[src/rtl/memory_arbiter_if.sv]
// CPU instruction/data ports and RAM request/response bundle for memory_arbiter.
// slave: the arbiter's view; master: the CPU/RAM environment driving it.
interface memory_arbiter_if;
    logic        iren;
    logic [31:0] iaddr;
    logic [31:0] iload;
    logic        iwait;

    logic        dren;
    logic [3:0]  dwen;
    logic [31:0] daddr;
    logic [31:0] dstore;
    logic [31:0] dload;
    logic        dwait;

    logic        ram_req;
    logic [3:0]  ram_wen;
    logic [31:0] ram_addr;
    logic [31:0] ram_wdata;
    logic [31:0] ram_rdata;
    logic        ram_ready;

    modport slave (
        input  iren, iaddr, dren, dwen, daddr, dstore, ram_rdata, ram_ready,
        output iload, iwait, dload, dwait, ram_req, ram_wen, ram_addr, ram_wdata
    );

    modport master (
        output iren, iaddr, dren, dwen, daddr, dstore, ram_rdata, ram_ready,
        input  iload, iwait, dload, dwait, ram_req, ram_wen, ram_addr, ram_wdata
    );
endinterface

[src/rtl/memory_arbiter.sv]
// Two-port (instruction/data) to single-RAM arbiter, one transaction in flight.
// Define MEMORY_ARBITER_IBUF_EN to add a one-entry instruction fetch buffer.
module memory_arbiter (
    input  logic             clk,
    input  logic             rst,
    memory_arbiter_if.slave  bus
);
    typedef enum logic [1:0] {IDLE, IBUSY, DBUSY} state_t;

    state_t      state, state_nxt;
    logic        last_d;
    logic [31:0] addr_q;
    logic [3:0]  wen_q;
    logic [31:0] wdata_q;

    logic i_hit, i_pend, d_pend, done, i_ok, d_ok;

`ifdef MEMORY_ARBITER_IBUF_EN
    logic        ibuf_v;
    logic [29:0] ibuf_tag;
    logic [31:0] ibuf_data;

    assign i_hit = (state == IDLE) && bus.iren && ibuf_v && (ibuf_tag == bus.iaddr[31:2]);

    // Fill on every instruction completion; a store to the buffered word kills it.
    always_ff @(posedge clk) begin
        if (rst) begin
            ibuf_v    <= 1'b0;
            ibuf_tag  <= '0;
            ibuf_data <= '0;
        end else if (done && state == IBUSY) begin
            ibuf_v    <= 1'b1;
            ibuf_tag  <= addr_q[31:2];
            ibuf_data <= bus.ram_rdata;
        end else if (done && state == DBUSY && wen_q != 4'b0 && addr_q[31:2] == ibuf_tag) begin
            ibuf_v    <= 1'b0;
        end
    end
`else
    assign i_hit = 1'b0;
`endif

    assign i_pend = bus.iren && !i_hit;
    assign d_pend = bus.dren || (bus.dwen != 4'b0);
    assign done   = (state != IDLE) && bus.ram_ready;

    always_comb begin
        state_nxt = state;
        case (state)
            IDLE: begin
                // Data wins a tie unless data was the last completed grant.
                if (d_pend && (!i_pend || !last_d)) state_nxt = DBUSY;
                else if (i_pend)                    state_nxt = IBUSY;
            end
            IBUSY, DBUSY: if (bus.ram_ready) state_nxt = IDLE;
            default: state_nxt = IDLE;
        endcase
    end

    always_ff @(posedge clk) begin
        if (rst) begin
            state   <= IDLE;
            last_d  <= 1'b0;
            addr_q  <= '0;
            wen_q   <= '0;
            wdata_q <= '0;
        end else begin
            state <= state_nxt;
            if (done) last_d <= (state == DBUSY);
            if (state == IDLE && state_nxt == DBUSY) begin
                addr_q  <= {bus.daddr[31:2], 2'b00};
                wen_q   <= bus.dwen;
                wdata_q <= bus.dstore;
            end else if (state == IDLE && state_nxt == IBUSY) begin
                addr_q  <= {bus.iaddr[31:2], 2'b00};
                wen_q   <= 4'b0;
                wdata_q <= '0;
            end
        end
    end

    // A redirected fetch (iaddr moved during IBUSY) completes silently and is dropped.
    assign d_ok = !rst && (state == DBUSY) && bus.ram_ready;
    assign i_ok = !rst && (i_hit || ((state == IBUSY) && bus.ram_ready && bus.iren &&
                                     (bus.iaddr[31:2] == addr_q[31:2])));

    always_comb begin
        bus.ram_req   = !rst && (state != IDLE);
        bus.ram_wen   = bus.ram_req ? wen_q : 4'b0;
        bus.ram_addr  = rst ? 32'b0 : addr_q;
        bus.ram_wdata = rst ? 32'b0 : wdata_q;
        bus.dwait     = !d_ok;
        bus.dload     = d_ok ? bus.ram_rdata : 32'b0;
        bus.iwait     = !i_ok;
        bus.iload     = 32'b0;
        if (i_ok) begin
`ifdef MEMORY_ARBITER_IBUF_EN
            bus.iload = i_hit ? ibuf_data : bus.ram_rdata;
`else
            bus.iload = bus.ram_rdata;
`endif
        end
    end
endmodule

[src/flat_wrapper.sv]
// flat-port wrapper written by rule: the top's interface ports become plain ports
module memory_arbiter_flat 
  (clk, rst, bus_iren, bus_iaddr, bus_dren, bus_dwen, bus_daddr, bus_dstore, bus_ram_rdata, bus_ram_ready, bus_iload, bus_iwait, bus_dload, bus_dwait, bus_ram_req, bus_ram_wen, bus_ram_addr, bus_ram_wdata);
  memory_arbiter_if bus_i ();
  input  logic clk;
  input  logic rst;
  input wire logic [$bits(bus_i.iren)-1:0] bus_iren;
  input wire logic [$bits(bus_i.iaddr)-1:0] bus_iaddr;
  input wire logic [$bits(bus_i.dren)-1:0] bus_dren;
  input wire logic [$bits(bus_i.dwen)-1:0] bus_dwen;
  input wire logic [$bits(bus_i.daddr)-1:0] bus_daddr;
  input wire logic [$bits(bus_i.dstore)-1:0] bus_dstore;
  input wire logic [$bits(bus_i.ram_rdata)-1:0] bus_ram_rdata;
  input wire logic [$bits(bus_i.ram_ready)-1:0] bus_ram_ready;
  output wire logic [$bits(bus_i.iload)-1:0] bus_iload;
  output wire logic [$bits(bus_i.iwait)-1:0] bus_iwait;
  output wire logic [$bits(bus_i.dload)-1:0] bus_dload;
  output wire logic [$bits(bus_i.dwait)-1:0] bus_dwait;
  output wire logic [$bits(bus_i.ram_req)-1:0] bus_ram_req;
  output wire logic [$bits(bus_i.ram_wen)-1:0] bus_ram_wen;
  output wire logic [$bits(bus_i.ram_addr)-1:0] bus_ram_addr;
  output wire logic [$bits(bus_i.ram_wdata)-1:0] bus_ram_wdata;
  assign bus_i.iren = bus_iren;
  assign bus_i.iaddr = bus_iaddr;
  assign bus_i.dren = bus_dren;
  assign bus_i.dwen = bus_dwen;
  assign bus_i.daddr = bus_daddr;
  assign bus_i.dstore = bus_dstore;
  assign bus_i.ram_rdata = bus_ram_rdata;
  assign bus_i.ram_ready = bus_ram_ready;
  assign bus_iload = bus_i.iload;
  assign bus_iwait = bus_i.iwait;
  assign bus_dload = bus_i.dload;
  assign bus_dwait = bus_i.dwait;
  assign bus_ram_req = bus_i.ram_req;
  assign bus_ram_wen = bus_i.ram_wen;
  assign bus_ram_addr = bus_i.ram_addr;
  assign bus_ram_wdata = bus_i.ram_wdata;
  memory_arbiter u_core (.clk(clk), .rst(rst), .bus(bus_i));
endmodule
[config.mk]
export PLATFORM = sky130hd
export DESIGN_NAME = memory_arbiter_flat
export DESIGN_NICKNAME = d
export VERILOG_FILES = /design/src/rtl/memory_arbiter_if.sv /design/src/rtl/memory_arbiter.sv /design/src/flat_wrapper.sv
export SDC_FILE = /design/constraint.sdc
export NUM_CORES = 1
export LEC_CHECK = 0
export BUFFER_PORTS_ARGS = -buffer_cell sky130_fd_sc_hd__clkbuf_2
export CAP_MARGIN = 5
export CORE_ASPECT_RATIO = 0.75
export CORE_UTILIZATION = 35
export CTS_CLUSTER_SIZE = 28
export DETAILED_ROUTE_END_ITERATION = 16
export PLACE_DENSITY = 0.77
export SETUP_SLACK_MARGIN = 0.2
export SYNTH_ARGS = -nofsm -noshare
export SYNTH_HDL_FRONTEND = slang
export SYNTH_SLANG_ARGS = --single-unit
export TNS_END_PERCENT = 20
[constraint.sdc]
create_clock -name clk -period 2.2 [get_ports clk]
set_input_delay 0.22 -clock clk [delete_from_list [all_inputs] [get_ports clk]]
set_output_delay 0.22 -clock clk [all_outputs]
set_load 0.01 [all_outputs]
==> metrics.md <==
| Metric | Value |
|---|---|
| Ys Warns | `0` |
| Max-cap viol count | `0` |
| Ant diodes | `0` |
| GR Overflow Total | `0` |
| GPL Wtd Cong | `0.8262` |
| Clk_skew | `just under 5 ps` |
| Critical Path Sink Type | `output pin` |
| Met2 WL post-DR | `between 6000 and 7000 µm` |
| I/O pin cnt | `about 270` |
| Port bufs | `about 270` |
| CP delay by family, top | `simple AND/OR/NAND/NOR gates` |
| Fin worst setup slack | `-205.2 ps` |
| Adder-Cell Fraction of Synth Area | `0.01202` |
| Synth Area in XOR/XNOR | `0.06308` |
| Final Setup Violations | `33` |
| Antenna viol nets, final | `0` |
| Met3 WL post-DR | `1023 µm` |
| Routed vias/inst | `4.831` |
| Peak supply drop | `roughly 0.00038 V` |
| Overall power | `roughly 3.8 mW` |
| Via count | `~4500` |
| Synth Instances | `523` |
| 1st-iter DRT viols | `190` |
| Finished Cell Area | `around 6100 µm²` |
| Die area | `between 10000 and 15000 µm²` |
| Final hold slack | `118.5 ps` |
| Simple logic cell fraction of the synthesized area | `0.3557` |
| Crit path required time | `roughly 2000 ps` |
| DIE WIDTH | `around 130 µm` |
| Row count | `34` |
| Yosys top cell by area | `dfxtp_1` |
| Hold WC Path Type | `in -> reg` |
| Failing checks | `setup timing` |
| CTS buffer count | `9` |
| Count of final hold-check violations | `0` |
| Core Region | `11610 µm²` |
| Die extent in y | `slightly below 100 µm` |
| Measured slew at the worst slew-check pin | `a little under 600 ps` |
| Syn avg cell area | `approximately 8.0 µm²` |
| Clk Tree Root Cell | `clkbuf_16` |
| Final WL | `around 14000 µm` |
| Nets@finish | `about 910` |
| Post-Route M1 WL | `between 6000 and 7000 µm` |
| Core Util, Final | `0.5269` |
| Synth cell types | `38` |
| Uppermost layer routed | `met4` |
| DR WL/cell | `14.53 µm` |
| Pins over their slew limit | `0` |
| Slowest cell delay on critical path | `360 ps` |
| First-pass GRT wire length | `just under 20000 µm` |
| Count of TritonRoute iterations in the first routing pass | `5` |
| Minimum clock period | `~2400 ps` |
| Synth Register Bits | `between 60 and 70` |
| GRT Total Usage | `0.2061` |
| R2R setup slack | `roughly 200 ps` |
| WP data arrival | `between 2000 and 2500 ps` |
| Cell Area, Synth | `4165 µm²` |
| Leakage | `2.946 nW` |
| Clock sinks | `69` |
| Post-synthesis sequential area ratio | `0.3316` |
| Hold_buf cts | `0` |
| Pwr Density | `between 600 and 700 nW/µm²` |
| F_max | `around 420 MHz` |
| Status | `complete, but fails checks` |
| CTS tree | `built` |
| Top cell type's share of synthesized area | `0.3316` |
| Largest family of logic cells by synthesized area | `simple AND/OR/NAND/NOR gates` |
| Layout cells sized above 1 | `0.4482` |
| Slowest cell on the critical path | `nor4_4` |
| Crit path kind | `reg -> out` |
| Layout Area Growth over Synthesis | `46.92%` |
| Initial Util | `0.3587` |
| Post-synthesis mux area share | `0.002403` |
| Compound-cell area share of the yosys netlist | `0.1574` |
| Max Buffers Root-to-Sink | `2` |
| Buffers & Inverters on Critical Path | `2` |
| # DRC | `0` |
| Clock Pin Slew Worst Setup and Hold Paths | `~60 ps` |
| Fin crit share | `1.093` |
| CP max FO | `33` |
| Startpoint Class | `register` |
| Largest cells by area after synthesis | `dfxtp_1 (33%), and2_1 (10%), nor2b_1 (9.6%)` |
| RSZ-0062 raised after global routing | `yes` |
| Initial antenna violation count | `0` |
| Worst-skew pair later-pin latency | `between 300 and 400 ps` |
| H-tree Lvls | `3` |
| Largest net degree at the start of global routing | `approximately 130` |
| Rel. slew slack | `0.6148` |
| Worst path cell trace | `xor2_1 > nor4_2 > nand4_1 > nor4_4 > buf_12 > and2_1 > clkbuf_2` |
| Number of global-route vias before repair | `about 3900` |
| Placed cell area | `5595 µm²` |
| Dpl hpwl | `approximately 10000 µm` |
-- cells in the final DEF (no fill, tap or decap), drive strengths merged, types with 2 or more instances in the layout --
| cell | n |
|---|---|
| a21oi | 66 |
| dfxtp | 69 |
| nand4 | 5 |
| nor2 | 3 |
| nor4 | 6 |
| nand3 | 66 |
| a22oi | 31 |
| buf | 14 |
| conb | 2 |
| and2 | 69 |
| xor2 | 20 |
| clkbuf | 276 |
| nand2 | 40 |
| ha | 4 |
| inv | 5 |
| nor3 | 3 |
| clkinv | 2 |
| xnor2 | 10 |
| nor2b | 64 |
-- cells in the mapped netlist (all sizes together) --
| master | number |
|---|---|
| and2 | 69 |
| dfxtp | 69 |
| a21oi | 66 |
| nand3 | 66 |
| nor2b | 64 |
| nand2 | 40 |
| a22oi | 31 |
| clkbuf | 24 |
| buf | 22 |
| xor2 | 20 |
| xnor2 | 10 |
| nor4 | 6 |
| inv | 5 |
| nand4 | 5 |
| ha | 4 |
| nor2 | 3 |
| nor3 | 3 |
| a211oi | 1 |
| a21o | 1 |
| and2b | 1 |
| and3b | 1 |
| and4b | 1 |
| conb | 1 |
| mux2i | 1 |
| nand3b | 1 |
| o2111ai | 1 |
| o211a | 1 |
| o211ai | 1 |
| o21ai | 1 |
| o22ai | 1 |
| o41ai | 1 |
| or2 | 1 |
| or3 | 1 |
-- area by class of cell --
cell class / instances / area, µm²
inverter: 5 / 23.77
tap: 162 / 202.7
clock buffer: 12 / 246.5
multi-input combinational: 404 / 2689
fill: 1130 / 5494
timing repair buffer: 278 / 1521
clock inverter: 4 / 47.55
sequential: 69 / 1389
-- power breakdown --
| part | switching [mW] | internal (mW) | total [mW] |
|---|---|---|---|
| clock network | 0.524 | 0.905 | 1.43 |
| logic | 0.517 | 0.423 | 0.940 |
| registers | 0.0793 | 1.37 | 1.45 |
| total | 1.12 | 2.70 | 3.82 |
-- cells by family after synthesis --
| kind of cell | after synthesis |
|---|---|
| xor gates and xnor gates | 30 |
| other | 1 |
| and+or+nand+nor | 262 |
| DFF | 69 |
| adders and majority gates | 4 |
| AOI/OAI and AO/OA | 105 |
| buffers and inverters | 51 |
| muxes | 1 |
-- final timing paths --
| path | from | endpoint | cells past startpoint |
|---|---|---|---|
| min | bus_dstore[25] | u_core.wdata_q[25] | 3 |
| min reg2reg | u_core.wdata_q[16] | u_core.wdata_q[16] | 2 |
| max reg2reg | u_core.state[1] | u_core.addr_q[2] | 8 |
| max | u_core.addr_q[11] | bus_iload[4] | 7 |
-- registers in the layout, indices dropped and copies added, names as in the netlist --
| signal | flops |
|---|---|
| u_core.last_d | 1 |
| u_core.state | 2 |
| u_core.wdata_q | 32 |
| u_core.wen_q | 4 |
| u_core.addr_q | 30 |
-- repair_timing --
action / in CTS / in global routing
buffers inserted: 0 / 0
gates resized for setup: 27 / 28
pin swaps: 7 / 63
endpoints found under the setup margin: 132 / 104
-- through the flow --
stage | setup TNS, ps | cells | worst slack [ps]
global placement | 0 | 918 | 107.8
detailed placement | 0 | 918 | 72.59
global route | -9788 | 934 | -332.3
CTS | -6624 | 934 | -232.0
floorplan | 0 | 524 | 310.0
finish | -5670 | 934 | -205.2
-- worst min-delay path: stages --
cell and delay (ps):
clkbuf_2 80, nand2_1 40, a21oi_1 50
-- layer usage --
metal,vias to the layer above,global-route usage
met5,-,0
met2,156,0.3306
met1,2076,0.2669
li1,2269,-
met3,11,0.07104
met4,0,0.04804
Power figures use the tool's default switching activity.
